==> config.mk <==
export PLATFORM = sky130hd
export DESIGN_NAME = mem_stage_lsu
export DESIGN_NICKNAME = d
export VERILOG_FILES = /design/src/rtl/mem_stage_lsu.sv
export SDC_FILE = /design/constraint.sdc
export NUM_CORES = 1
export LEC_CHECK = 0
export ABC_AREA = 1
export BUFFER_PORTS_ARGS = -buffer_cell sky130_fd_sc_hd__buf_2
export CAP_MARGIN = 15
export CORE_MARGIN = 3
export CORE_UTILIZATION = 50
export CTS_CLUSTER_SIZE = 25
export DETAILED_ROUTE_END_ITERATION = 16
export HOLD_SLACK_MARGIN = 0.08
export PLACE_DENSITY = 0.93
export SYNTH_ARGS = -nofsm -noshare
export SYNTH_HDL_FRONTEND = slang
export SYNTH_SLANG_ARGS = --single-unit
==> constraint.sdc <==
create_clock -name clk -period 2.8 [get_ports clk]
set_clock_uncertainty 0.2 [all_clocks]
set_input_delay 0.56 -clock clk [delete_from_list [all_inputs] [get_ports clk]]
set_output_delay 0.56 -clock clk [all_outputs]
set_load 0.01 [all_outputs]
==> src/rtl/mem_stage_lsu.sv <==
// Memory-stage load/store unit: decode, store lane masks, load formatting and DMEM handshake FSM.
// Define LSU_MISALIGN_TRAP_EN to trap misaligned H/W/D accesses instead of truncating the offset.
module mem_stage_lsu #(
    parameter int unsigned DATA_W = 32,
    parameter int unsigned ADDR_W = 32,
    localparam int unsigned STRB_W = DATA_W / 8
) (
    input  logic              clk,
    input  logic              rst_n,
    input  logic [31:0]       inst_M,
    input  logic              valid_M,
    input  logic              flush_M,
    input  logic [ADDR_W-1:0] addr_M,
    input  logic [DATA_W-1:0] st_data_M,
    output logic              dmem_req,
    output logic              dmem_we,
    output logic [ADDR_W-1:0] dmem_addr,
    output logic [STRB_W-1:0] dmem_wmask,
    output logic [DATA_W-1:0] dmem_wdata,
    input  logic              dmem_gnt,
    input  logic              dmem_rvalid,
    input  logic [DATA_W-1:0] dmem_rdata,
    output logic [DATA_W-1:0] ld_data,
    output logic              stall_M,
    output logic              misalign
);
    localparam int unsigned LANE_W = $clog2(STRB_W);
    localparam bit          HAS64  = (DATA_W == 64);

    typedef enum logic [1:0] {StIdle, StReq, StWait, StDone} state_e;

    typedef struct packed {
        logic [ADDR_W-1:0] addr;
        logic              we;
        logic [STRB_W-1:0] wmask;
        logic [DATA_W-1:0] wdata;
        logic [LANE_W-1:0] lane;
        logic [2:0]        funct3;
    } req_t;

    state_e            state_q, state_d;
    req_t              req_q, req_d, req_c, req_out;
    logic              discard_q, discard_d;
    logic [DATA_W-1:0] ld_data_q, ld_data_d;

    logic [6:0]        opcode;
    logic [2:0]        funct3;
    logic [1:0]        size;
    logic              is_load, is_store, legal, mis, mem_live, issue, trap;
    logic [LANE_W-1:0] lane_raw, lane_keep, lane;
    logic [DATA_W-1:0] rd_shift, ld_fmt;

    assign opcode   = inst_M[6:0];
    assign funct3   = inst_M[14:12];
    assign size     = funct3[1:0];
    assign is_load  = (opcode == 7'b0000011);
    assign is_store = (opcode == 7'b0100011);

    logic unused_inst;
    assign unused_inst = ^{inst_M[31:15], inst_M[11:7]};

    always_comb begin
        legal = 1'b0;
        case (funct3)
            3'b000, 3'b001, 3'b010: legal = is_load | is_store;
            3'b011:                 legal = (is_load | is_store) & HAS64;
            3'b100, 3'b101:         legal = is_load;
            3'b110:                 legal = is_load & HAS64;
            default:                legal = 1'b0;
        endcase
    end

    always_comb begin
        case (size)
            2'd0:    mis = 1'b0;
            2'd1:    mis = addr_M[0];
            2'd2:    mis = |addr_M[1:0];
            default: mis = |addr_M[2:0];
        endcase
    end

    assign mem_live = valid_M & legal & ~flush_M;

`ifdef LSU_MISALIGN_TRAP_EN
    assign trap  = mem_live & mis;
    assign issue = mem_live & ~mis;
`else
    logic unused_mis;
    assign unused_mis = mis;
    assign trap       = 1'b0;
    assign issue      = mem_live;
`endif

    // Offset bits below the access size are dropped, so a misaligned access lands on its container.
    assign lane_raw  = addr_M[LANE_W-1:0];
    assign lane_keep = {LANE_W{1'b1}} << size;
    assign lane      = lane_raw & lane_keep;

    always_comb begin
        req_c        = '0;
        req_c.addr   = {addr_M[ADDR_W-1:LANE_W], {LANE_W{1'b0}}};
        req_c.we     = is_store;
        req_c.lane   = lane;
        req_c.funct3 = funct3;
        if (is_store) begin
            case (size)
                2'd0: begin
                    req_c.wmask = STRB_W'(1) << lane;
                    req_c.wdata = {STRB_W{st_data_M[7:0]}};
                end
                2'd1: begin
                    req_c.wmask = STRB_W'(3) << lane;
                    req_c.wdata = {(STRB_W / 2){st_data_M[15:0]}};
                end
                2'd2: begin
                    req_c.wmask = STRB_W'(15) << lane;
                    req_c.wdata = {(STRB_W / 4){st_data_M[31:0]}};
                end
                default: begin
                    req_c.wmask = '1;
                    req_c.wdata = st_data_M;
                end
            endcase
        end
    end

    assign rd_shift = dmem_rdata >> {req_q.lane, 3'b000};

    always_comb begin
        case (req_q.funct3)
            3'b000:  ld_fmt = DATA_W'($signed(rd_shift[7:0]));
            3'b001:  ld_fmt = DATA_W'($signed(rd_shift[15:0]));
            3'b010:  ld_fmt = DATA_W'($signed(rd_shift[31:0]));
            3'b100:  ld_fmt = DATA_W'(rd_shift[7:0]);
            3'b101:  ld_fmt = DATA_W'(rd_shift[15:0]);
            3'b110:  ld_fmt = DATA_W'(rd_shift[31:0]);
            default: ld_fmt = rd_shift;
        endcase
    end

    always_comb begin
        state_d   = state_q;
        req_d     = req_q;
        discard_d = discard_q;
        ld_data_d = ld_data_q;
        req_out   = '0;
        dmem_req  = 1'b0;
        stall_M   = 1'b0;
        misalign  = 1'b0;
        unique case (state_q)
            StIdle: begin
                misalign = trap;
                if (issue) begin
                    stall_M   = 1'b1;
                    dmem_req  = 1'b1;
                    req_out   = req_c;
                    req_d     = req_c;
                    discard_d = 1'b0;
                    if (dmem_gnt) begin
                        state_d = req_c.we ? StDone : StWait;
                    end else begin
                        state_d = StReq;
                    end
                end
            end
            StReq: begin
                stall_M = 1'b1;
                if (flush_M) begin
                    state_d = StIdle;
                end else begin
                    dmem_req = 1'b1;
                    req_out  = req_q;
                    if (dmem_gnt) begin
                        state_d = req_q.we ? StDone : StWait;
                    end
                end
            end
            StWait: begin
                // A granted load always drains its response, even when flushed.
                stall_M = 1'b1;
                if (dmem_rvalid) begin
                    discard_d = 1'b0;
                    if (discard_q | flush_M) begin
                        state_d = StIdle;
                    end else begin
                        ld_data_d = ld_fmt;
                        state_d   = StDone;
                    end
                end else if (flush_M) begin
                    discard_d = 1'b1;
                end
            end
            StDone: begin
                state_d = StIdle;
            end
            default: begin
                state_d = StIdle;
            end
        endcase
        dmem_we    = req_out.we;
        dmem_addr  = req_out.addr;
        dmem_wmask = req_out.wmask;
        dmem_wdata = req_out.wdata;
    end

    always_ff @(posedge clk or negedge rst_n) begin
        if (!rst_n) begin
            state_q   <= StIdle;
            req_q     <= '0;
            discard_q <= 1'b0;
            ld_data_q <= '0;
        end else begin
            state_q   <= state_d;
            req_q     <= req_d;
            discard_q <= discard_d;
            ld_data_q <= ld_data_d;
        end
    end

    assign ld_data = ld_data_q;

endmodule

# --- Word-level counts from Yosys, hierarchy flattened ---
# Index checks and enable logic that the tools add are counted.
totals:
  reg_bits: 107
  in_bits: 134
  output_inout_bits: 104
  word_cells: 75
classes:
  eq_ne: 18
  shift: 5
  n_mux: 24
  bitwise: 7
  n_reduce_logical: 12
op_table:
  columns: ["cell", "count"]
  rows:
  - ["2-to-1 mux 74 bit", 2]
  - ["one-hot mux 74 bit (2 select lines)", 1]
  - ["one-hot mux 32 bit (4 select lines)", 1]
  - ["one-hot mux 36 bit (3 select lines)", 1]
  - ["2-to-1 mux 36 bit", 1]
  - ["right shift 32 x 5 -> 32 bit", 1]
  - ["== test 3 bit (second input constant)", 4]
  - ["2-to-1 mux 2 bit", 6]
  - ["AND reduction 3 bit", 3]
  - ["one-hot mux 1 bit (2 select lines)", 4]
  - ["one-hot mux 2 bit (4 select lines)", 1]
  - ["== test 7 x 2 -> 1 bit (second input constant)", 1]
  - ["== test 7 x 6 -> 1 bit (second input constant)", 1]
  - ["2-to-1 mux 1 bit", 7]
  - ["== test 2 bit (second input constant)", 3]
  - ["== test 3 x 1 -> 1 bit (second input constant)", 2]
  - ["zero test 3 bit", 2]
  - ["!= test 3 bit (second input constant)", 2]
  - ["== test 2 x 1 -> 1 bit (second input constant)", 2]
  - ["zero test 2 bit", 2]
  - ["!= test 2 bit (second input constant)", 2]
  - ["OR reduction 2 bit", 2]
  - ["left shift 1 x 2 -> 4 bit (first input constant)", 1]
  - ["left shift 2 x 2 -> 4 bit (first input constant)", 1]
  - ["10 further kinds", 13]

# --- Depth between registers and ports, before layout ---
# Gate-level depths: netlist of the first run.
logic_depth:
  ltp_word: 7
  depth_mapped: 10
  mapped_depth_nobuf: 9

# --- Worst setup path after synthesis of the first run ---
# OpenSTA, ideal clock, no wires.
synth_path:
  kind: "input to output"
  startpoint: "input inst_M[12]"
  endpoint: "output stall_M"
  arrival_time_ns: 1.748
  required_ns: 2.040
  slack_ns: 0.292
  stages: 8
  path_buffers: 2
  path_cell_list: "inv_1 > ha_1 > nand2_1 > a21oi_2 > nand3_1 > buf_6 > buf_2 > a21oi_1"
synth_via:
  elab_chain_len: 7
  word_cells_on_any_way: 12
  cone_classes: "4 x eq/ne; 3 x mux; 2 x bitwise; 3 x reduce/logical"
synth_lines:
  columns: ["item", "line", "source"]
  rows:
  - ["start: declaration", "10", "input logic [31:0] inst_M,"]
  - ["== test 3 x 1 -> 1 bit (tied with other cells)", "64", "case (funct3)"]
  - ["OR reduction 3 bit / OR reduction 2 bit (equally long branches)", "64", null]
  - ["one-hot mux 1 bit (2 select lines) *", "64", null]
  - ["bitwise AND 1 bit * (2 in series)", "82", "assign mem_live = valid_M & legal & ~flush_M;"]
  - ["2-to-1 mux 1 bit *", "153", "if (issue) begin"]
  - ["one-hot mux 1 bit (2 select lines) *", "150", "unique case (state_q)"]
  - ["end: declaration", "24", "output logic stall_M,"]
# Mark *: on every way between the ends. The rest lies on a longest branch, timed or not.

# --- Final worst setup path of the first run ---
layout_path:
  startpoint: "input inst_M[12]"
  endpoint: "output dmem_wdata[19]"
layout_via:
  elab_chain_len: 7
  word_cells_on_any_way: 17
  cone_classes: "6 x eq/ne; 5 x mux; 2 x bitwise; 4 x reduce/logical"
layout_lines:
  columns: ["item", "line", "source"]
  rows:
  - ["== test 3 x 1 -> 1 bit (tied with other cells)", "64", null]
  - ["OR reduction 3 bit / OR reduction 2 bit (equally long branches)", "64", null]
  - ["one-hot mux 1 bit (2 select lines)", "64", null]
  - ["bitwise AND 1 bit (2 in series)", "82", null]
  - ["2-to-1 mux 74 bit *", "153", null]
  - ["one-hot mux 74 bit (2 select lines) *", "150", null]
  - ["end: declaration", "19", "output logic [DATA_W-1:0] dmem_wdata,"]
# Marked as above.

==> results of run 1 <==
==> per-layer routing <==
metal  wire [um]  up-vias  GRT usage (%)
met1        7300     3102           32.2
li1            -     3208              -
met5          13        -              0
met2        9500      411           42.6
met3        1860       79           6.53
met4         809        2           11.5
==> logic make-up (layout without fill, tap and decap cells) <==
kind of cell             after synthesis  after routing  synth area share [%]
AND/OR/NAND/NOR                      451            451                  30.1
AO/OA/AOI/OAI                        162            162                  13.8
buffers and inverters                154            383                  10.6
flip-flops                           107            107                  43.6
adder cells (fa/ha/maj)                9              9                  1.84
other                                  1              3                0.0611
==> sequential cells by signal (all words and copies together), names as in the netlist <==
signal,cells
state_q,2
discard_q,1
ld_data,32
req_q,72
==> worst min-delay path, cell delays in order <==
cell and delay, ns:
buf_2 0.08, nand2_1 0.05, o21ai_0 0.06
==> Yosys cell counts <==
cell	number	area [um^2]
inv_2	4	15.0
or2_0	5	31.3
a21oi_1	4	20.0
clkinv_1	1	3.75
nand2_4	1	11.3
buf_4	5	37.5
nor2_1	41	154
o211ai_1	12	90.1
a21oi_2	1	8.76
or2_2	19	119
nand4_1	1	6.26
nor2_8	1	20.0
nor2_2	1	6.26
o21ai_0	143	716
nand2_1	336	1260
dfrtp_1	107	2680
nand2_2	1	6.26
inv_4	1	6.26
nor3_1	2	10.0
ha_1	9	113
buf_2	18	90.1
clkbuf_1	19	71.3
inv_1	102	383
nand3_2	1	10.0
buf_6	4	45.0
o21ai_1	2	10.0
nand3_1	42	210
conb_1	1	3.75
==> layout by cell type, fill, tap and decap left out, types with 19 or more instances in the layout <==
| master | Yosys | layout |
|---|---|---|
| or2_2 | 19 | 19 |
| nand2_1 | 336 | 295 |
| inv_1 | 102 | 98 |
| nand2_2 | 1 | 37 |
| nand3_1 | 42 | 41 |
| o21ai_0 | 143 | 135 |
| nor2_1 | 41 | 38 |
| buf_2 | 18 | 198 |
| dfrtp_1 | 107 | 107 |
| buf_4 | 5 | 33 |
==> layout make-up <==
type	count	area share, %
clock buffer	9	2.71
clock inverter	7	0.588
inverter	108	5.19
multi-input combinational	625	36.7
sequential	107	32.3
tap	143	2.16
timing repair buffer	259	20.4
==> through the flow <==
step	setup WS (ns)	setup TNS, ns	hold WS [ns]	cell area, um^2
2_1_floorplan	0.292	0	0.0644	6140
3_3_place_gp	-0.0605	-0.685	0.258	7520
3_5_place_dp	-0.105	-1.45	0.265	7520
4_1_cts	0.00910	0	0.211	7830
5_1_grt	-0.148	-3.28	0.227	8300
6_report	-0.0750	-0.111	0.228	8300
==> power by group through the flow <==
stage                     combinational (mW)  clock [mW]  sequential (mW)
final                                   1.81        1.21             1.99
after global routing                    2.04        1.31             2.02
after CTS                               1.72        1.24             1.99
after detailed placement                1.70           0             2.02
after global placement                  1.66           0             2.00
after floorplan                        0.853           0             2.11
==> path summary, 6_finish.rpt <==
check | from | end | slack (ns) | cells past startpoint
max | inst_M[12] | dmem_wdata[19] | -0.08 | 10
min | addr_M[26] | req_q[68] | 0.23 | 3
max reg2reg | req_q[4] | ld_data[20] | 0.67 | 6
min reg2reg | discard_q | discard_q | 0.28 | 2
max in group asynchronous | rst_n | ld_data[9] | 1.16 | 3
min in group asynchronous | rst_n | req_q[38] | 0.54 | 2
==> what timing repair did <==
item | CTS | global route
endpoints found under the hold margin | 38 | 0
pin swaps | 2 | 23
buffers inserted | 0 | 5
resized for setup | 9 | 100
gates cloned | 0 | 4
setup endpoints to repair | 56 | 67
hold buffers | 1 | 0
==> results.md, run 1 <==
- Diode count: 0
- Final setup viols: 6
- Final Power: between 5 and 6 mW
- Pre-Repair DR Iteration Count: 6
- Final core occ: around 71%
- CTS sink cnt: around 110
- Flop pwr share: around two fifths
- Final period util: 103%
- Vias in the first global route: between 6000 and 7000
- Clk_lat worst skew: 0.35 ns
- CTS tree: built
- GPL Wtd Cong: 0.890
- Slowest stage cell, crit path: ha_1
- Finished Layout Cells: around 1300
- Residual DRC: 0
- Crit-path max cell delay: roughly 0.24 ns
- #FFs+latches synth: about 110
- CTS Buffer Depth: 2
- HP Class: in2reg
- P&R area growth vs syn: 35.2%
- Switching fraction of total power: approximately 36%
- Mapped Cells: ~880
- P_int: 3.21 mW
- Min cycle time layout: ~2.9 ns
- Multi-input gate area: between 3000 and 4000 um^2
- Net Switching: around 1.8 mW
- Status: finished, violations left
- Ys Warns: 0
- Die span in x: 117 um
- RSZ-0062 raised after global routing: yes
- DR vias/cell: 5.41
- H-tree lvl count: 3
- Type of destination of the critical path: output pin
- Mean Syn Cell Area: about 7 um^2
- Critical-path cell list: buf_8, buf_6, ha_1, buf_4, buf_4, o21ai_0, o21ai_0, nand2_4, nand2_2, buf_2
- # IOs: 238
- Fmax: roughly 350 MHz
- Fillers: approximately 860
- Combinational power share: between 30% and 40%
- Family with the most delay on the worst path: buffers and inverters
- Sum of buffers and inverters on the critical path: 5
- Slew @ Worst Pin: 0.558 ns
- Die Y: approximately 120 um
- Crit path max fanout: 13
- Vias: about 7000
- GRT Overall Usage: about a quarter
- Power Dens Cells: between 600 and 700 nW/um^2
- Final worst setup slack: -0.0750 ns
- Largest net degree at the start of global routing: 49
- Worst Path Arrival: between 2 and 2.5 ns
- Clock power frac: ~24%
- First-pass GRT wire length: between 20000 and 30000 um
- Layout cell share with drive strength beyond 1: about a third
- Area occupied by registers: ~2700 um^2
- DRT iter0 DRCs: between 800 and 900
- Fin. Hold Viols: 0
- Routed len/inst: approximately 15 um
- CP Launch Type: primary input
- Sequential area share after synthesis: between 40 and 50%
- Worst-path clk slew: 0.07 ns
- Dpl cells: around 1200
- Failing checks: setup timing
- Remaining antenna violation count: 0
- Total Wirelength: 19500 um
- Slew Viols, Final: 0
- Post-Syn Area: 6140 um^2
- Number of I/O port buffers: 212
- Antenna violations before repair: 1
- Initial Utilization: a little over half
- Nets: around 1300
- Leak Pwr: ~4.8 nW
- Netlist cell types: 28
- Row Count: 39
- Slew HR: a little over three fifths
- CTS buffer count: 9
- CTS root buf: clkbuf_16
- Core footprint: about 12000 um^2
- Dpl hpwl: around 13000 um
- Max VDD drop: 0.488 mV
- GR Overflow Total: 0
- Maxcap violations: 0
- Die area: between 10000 and 15000 um^2
- CP required: 2.04 ns
- WS Path Type: in2out
Power figures use the tool's default switching activity.
==> inputs of run 2 (changes only) <==
--- a/config.mk
+++ b/config.mk
@@ -13,7 +13,8 @@
 export CTS_CLUSTER_SIZE = 25
 export DETAILED_ROUTE_END_ITERATION = 16
 export HOLD_SLACK_MARGIN = 0.08
-export PLACE_DENSITY = 0.93
+export PLACE_DENSITY = 0.91
+export SKIP_LAST_GASP = 1
 export SYNTH_ARGS = -nofsm -noshare
 export SYNTH_HDL_FRONTEND = slang
 export SYNTH_SLANG_ARGS = --single-unit
==> results.md, run 2 (same netlist as run 1, synthesis figures left out) <==
- Status: finished, violations left
- Failing checks: setup timing
- Residual DRC: 0
- WS Path Type: in2out
- Die span in x: ~120 um
- Sum of buffers and inverters on the critical path: 3
- Vias: 6816
- Fmax: 355 MHz
- GRT Overall Usage: between 20% and 30%
- Core footprint: 11700 um^2
- CTS buffer count: 9
- Clk_lat worst skew: approximately 0.35 ns
- Initial Utilization: roughly 52%
- Min cycle time layout: roughly 2.8 ns
- Row Count: 39
- Combinational power share: a little over a third
- Dpl hpwl: roughly 13000 um
- Family with the most delay on the worst path: simple AND/OR/NAND/NOR gates
- Number of I/O port buffers: around 210
- CTS tree: built
- Die Y: ~120 um
- Flop pwr share: 39.9%
- Most frequent cells in the layout: 308 x nand2_1, 200 x buf_2, 135 x o21ai_0, 107 x dfrtp_1, 100 x inv_1
- Remaining antenna violation count: 0
- CP Launch Type: primary input
- HP Class: in2async
- Top reg by flops: req_q
- Non-Filler Cell Area, Final: between 8000 and 9000 um^2
- Most common cell after layout, fill and taps aside: nand2_1
- Placed instance area: 7430 um^2
- CTS Buffer Depth: 2
- Vias in the first global route: 5848
- Crit-path max cell delay: 0.25 ns
- Layout cell share with drive strength beyond 1: 30.6%
- # IOs: 238
- Routed len/inst: ~15 um
- Nets: 1244
- Max reg flops: 72
- Switching fraction of total power: 35.9%
- Final period util: 101%
- DRT iter0 DRCs: 589
- Pre-Repair DR Iteration Count: 6
- RSZ-0062 raised after global routing: yes
- Slowest stage cell, crit path: nor2_8
- Antenna violations before repair: 1
- Slew Viols, Final: 0
- CTS root buf: clkbuf_16
- H-tree lvl count: 3
- Met3 Resource Use GR: 6.07%
- CP required: around 2.0 ns
- Slew HR: slightly below 50%
- Total Wirelength: ~19000 um
- Power Dens Cells: between 600 and 700 nW/um^2
- GPL Wtd Cong: 0.930
- P&R area growth vs syn: 33.7%
- Critical-path cell list: buf_2, nor2_1, nand2_1, nor2_4, nand3_4, nor2_8, clkbuf_16, nand2_2, nand2_1, buf_2
- Fin. Hold Viols: 0
- Die area: 13600 um^2
- Crit path max fanout: 8
- Worst-path clk slew: 0.07 ns
- Final setup viols: 9
- DR vias/cell: ~5.4
- Max VDD drop: 0.465 mV
- Post-Route Setup TNS: -0.0710 ns
- Slew @ Worst Pin: between 0.7 and 0.8 ns
- Clock power frac: roughly a quarter
- Worst Path Arrival: just over 2 ns
- Largest net degree at the start of global routing: 57
- GR Overflow Total: 0
- Grt peak-use layer: met2
- CTS sink cnt: approximately 110
- Final core occ: between 70% and 80%
- Global routing usage on met2: between 40% and 50%
- Post-CTS Hold Fix Bufs: 0
- Maxcap violations: 0
- Net Switching: 1.79 mW
- First-pass GRT wire length: ~28000 um
- Hold Slack: 0.0704 ns
- Final Power: 4.98 mW
- P_int: around 3.2 mW
- M1 GR Usage: roughly a third
- Final worst setup slack: -0.0209 ns
- Leak Pwr: about 4.8 nW
- Type of destination of the critical path: output pin
[run 2: routing by layer]
layer | up-vias | part of all wire (%)
met1 | 3151 | 38
met3 | 66 | 9.9
li1 | 3189 | -
met2 | 410 | 49
met5 | - | 0
met4 | 0 | 3.7
[run 2: area by class of cell]
type	count	area [um^2]
Fill cell	903	3510
Multi-Input combinational cell	625	3020
Sequential cell	107	2680
Timing Repair Buffer	250	1610
Inverter	108	428
Clock buffer	9	225
Tap cell	143	179
Clock inverter	7	60.1
Antenna cell	2	5.00
[run 2: final timing paths]
check / endpoint / startpoint / slack (ns) / cells past startpoint
setup / recovery: dmem_wdata[30] / inst_M[4] / -0.02 / 10
hold / removal: ld_data[5] / rst_n / 0.07 / 1
setup reg to reg: ld_data[26] / state_q[0] / 0.63 / 10
hold reg to reg: discard_q / discard_q / 0.28 / 2
max in group asynchronous: req_q[26] / rst_n / 1.61 / 2
min in group clk: req_q[73] / addr_M[31] / 0.22 / 3
[run 2: stage by stage]
step | cells | setup slack (ns)
after floorplan | 886 | 0.292
after global placement | 1225 | -0.0382
after detailed placement | 1225 | -0.0644
after CTS | 1242 | 0.00410
after global routing | 1250 | -0.0937
final | 1251 | -0.0209
[run 2: power by group through the flow]
| stage | clock (mW) | combinational [mW] | sequential (mW) |
|---|---|---|---|
| 3_5_place_dp | 0 | 1.68 | 2.02 |
| 6_report | 1.23 | 1.77 | 1.99 |
| 5_1_grt | 1.32 | 2.00 | 2.02 |
| 4_1_cts | 1.25 | 1.69 | 1.99 |
| 2_1_floorplan | 0 | 0.853 | 2.11 |
| 3_3_place_gp | 0 | 1.64 | 2.00 |
[run 2: what timing repair did]
| action | CTS | global route |
|---|---|---|
| pin swaps | 0 | 17 |
| resized for setup | 3 | 90 |
| setup endpoints to repair | 36 | 68 |
| hold endpoints to repair | 0 | 0 |
| setup buffers | 0 | 2 |
| cloned | 1 | 5 |
==> inputs of run 3 (changes only) <==
--- a/config.mk
+++ b/config.mk
@@ -14,6 +14,7 @@
 export DETAILED_ROUTE_END_ITERATION = 16
 export HOLD_SLACK_MARGIN = 0.08
 export PLACE_DENSITY = 0.91
+export SETUP_SLACK_MARGIN = 0.05
 export SKIP_LAST_GASP = 1
 export SYNTH_ARGS = -nofsm -noshare
 export SYNTH_HDL_FRONTEND = slang
==> results.md, run 3 (same netlist as run 1, synthesis figures left out) <==
- Status: finished, final reports clean
- Antenna violations before repair: 1
- Slew Viols, Final: 0
- Slowest stage cell, crit path: ha_2
- Sum of buffers and inverters on the critical path: 6
- Routed len/inst: between 15 and 20 um
- Type of destination of the critical path: output pin
- RSZ-0062 raised after global routing: yes
- Total Wirelength: 19800 um
- Reg2reg start: state_q[0]
- Nets: about 1200
- Crit-path max cell delay: between 0.2 and 0.25 ns
- Final setup viols: 0
- Pre-Repair DR Iteration Count: 6
- GPL Wtd Cong: 0.930
- Die Y: between 100 and 150 um
- DR vias/cell: 5.47
- HP Class: in2async
- Final period util: ~100%
- Family with the most delay on the worst path: buffers and inverters
- Dpl hpwl: about 13000 um
- Final Power: 4.99 mW
- H-tree lvl count: 3
- Slew @ Worst Pin: roughly 0.77 ns
- Remaining antenna violation count: 0
- Fin. Hold Viols: 0
- Top reg by flops: req_q
- CTS buffer count: 9
- Critical-path cell list: buf_6, buf_4, ha_2, inv_4, buf_8, nand3_1, o21ai_0, inv_1, o21ai_0, nand2_4, nand2_2, buf_6
- CTS sink cnt: 107
- CTS root buf: clkbuf_16
- WS Path Type: in2out
- Largest net degree at the start of global routing: 57
- Maxcap violations: 0
- GR Overflow Total: 0
- Die area: around 14000 um^2
- Flop2flop setup slack: between 0.6 and 0.7 ns
- P&R area growth vs syn: 36.6%
- Leak Pwr: 4.83 nW
- First-pass GRT wire length: between 20000 and 30000 um
- Vias: between 6000 and 7000
- Max reg flops: 72
- Layout cell share with drive strength beyond 1: 32.9%
- Fmax: roughly 360 MHz
- FF-to-FF End: ld_data[26]
- Crit path max fanout: 8
- Min cycle time layout: approximately 2.8 ns
- Place WS: -0.0644 ns
- Residual DRC: 0
- CTS Buffer Depth: 2
- CP startpoint: inst_M[13]
- Number of I/O port buffers: approximately 210
- Row Count: 39
- Most common cell after layout, fill and taps aside: nand2_1
- Worst-path clk slew: around 0.070 ns
- CP Launch Type: primary input
- Final worst setup slack: around 0.026 ns
- Die span in x: between 100 and 150 um
- CP required: slightly above 2 ns
- # IOs: ~240
- Initial Utilization: 52.4%
- CTS tree: built
- Hold Slack: between 0.07 and 0.08 ns
- Most frequent cells in the layout: 285 x nand2_1, 191 x buf_2, 135 x o21ai_0, 107 x dfrtp_1, 99 x inv_1
- Max VDD drop: around 0.46 mV
- R2r worst-path depth: 10
- Power Dens Cells: about 600 nW/um^2
- DRT iter0 DRCs: just under 700
- Worst Path Arrival: around 2 ns
- Slew HR: 48.8%
- GRT Overall Usage: about a quarter
- Vias in the first global route: 5848
- Clk_lat worst skew: 0.35 ns
- Core footprint: 11700 um^2
## run 3: cell types whose count changed in the layout (fill, tap and decap cells not counted), sizes merged
cell    before  now
buf        244  246
clkinv       2    3
inv        110  109
## run 3: cell type report
type | count | area, um^2
Multi-Input combinational cell | 625 | 3110
Timing Repair Buffer | 252 | 1690
Sequential cell | 107 | 2680
Clock buffer | 9 | 225
Inverter | 108 | 435
Fill cell | 849 | 3330
Tap cell | 143 | 179
Antenna cell | 2 | 5.00
Clock inverter | 7 | 60.1
## run 3: report_power, final
part | internal, mW | switching [mW]
combinational | 0.736 | 1.04
sequential | 1.84 | 0.146
clock | 0.616 | 0.609
total | 3.19 | 1.80
## run 3: stage by stage
step                      util [%]  instance area [um^2]  TNS, ns  instances
after global placement        63.5                  7430   -0.273       1225
after CTS                     66.5                  7780        0       1244
after floorplan                  -                  6140        0        886
final                         71.6                  8380        0       1253
after global routing          71.5                  8380    -1.46       1252
after detailed placement      63.5                  7430    -1.31       1225
## run 3: how the worst max path moves through the flow
stage	to	cells past startpoint	slack [ns]
after CTS	dmem_addr[25]	11	0.03
final	dmem_wdata[13]	12	0.03
after detailed placement	dmem_addr[25]	11	-0.06
after floorplan	stall_M	8	0.29
after global routing	dmem_wdata[2]	10	-0.09
after global placement	dmem_addr[25]	11	-0.04
## run 3: repair_timing
action	in CTS	in global routing
pin swaps	0	27
endpoints found under the setup margin	61	68
hold buffers	0	0
gates cloned	1	5
resized for setup	7	129
buffers inserted	2	2
## run 3: layer usage
metal	routed length (um)	track usage [%]
met5	0	0
met4	974	9.25
met3	2000	6.07
met2	9470	42.2
met1	7310	32.8
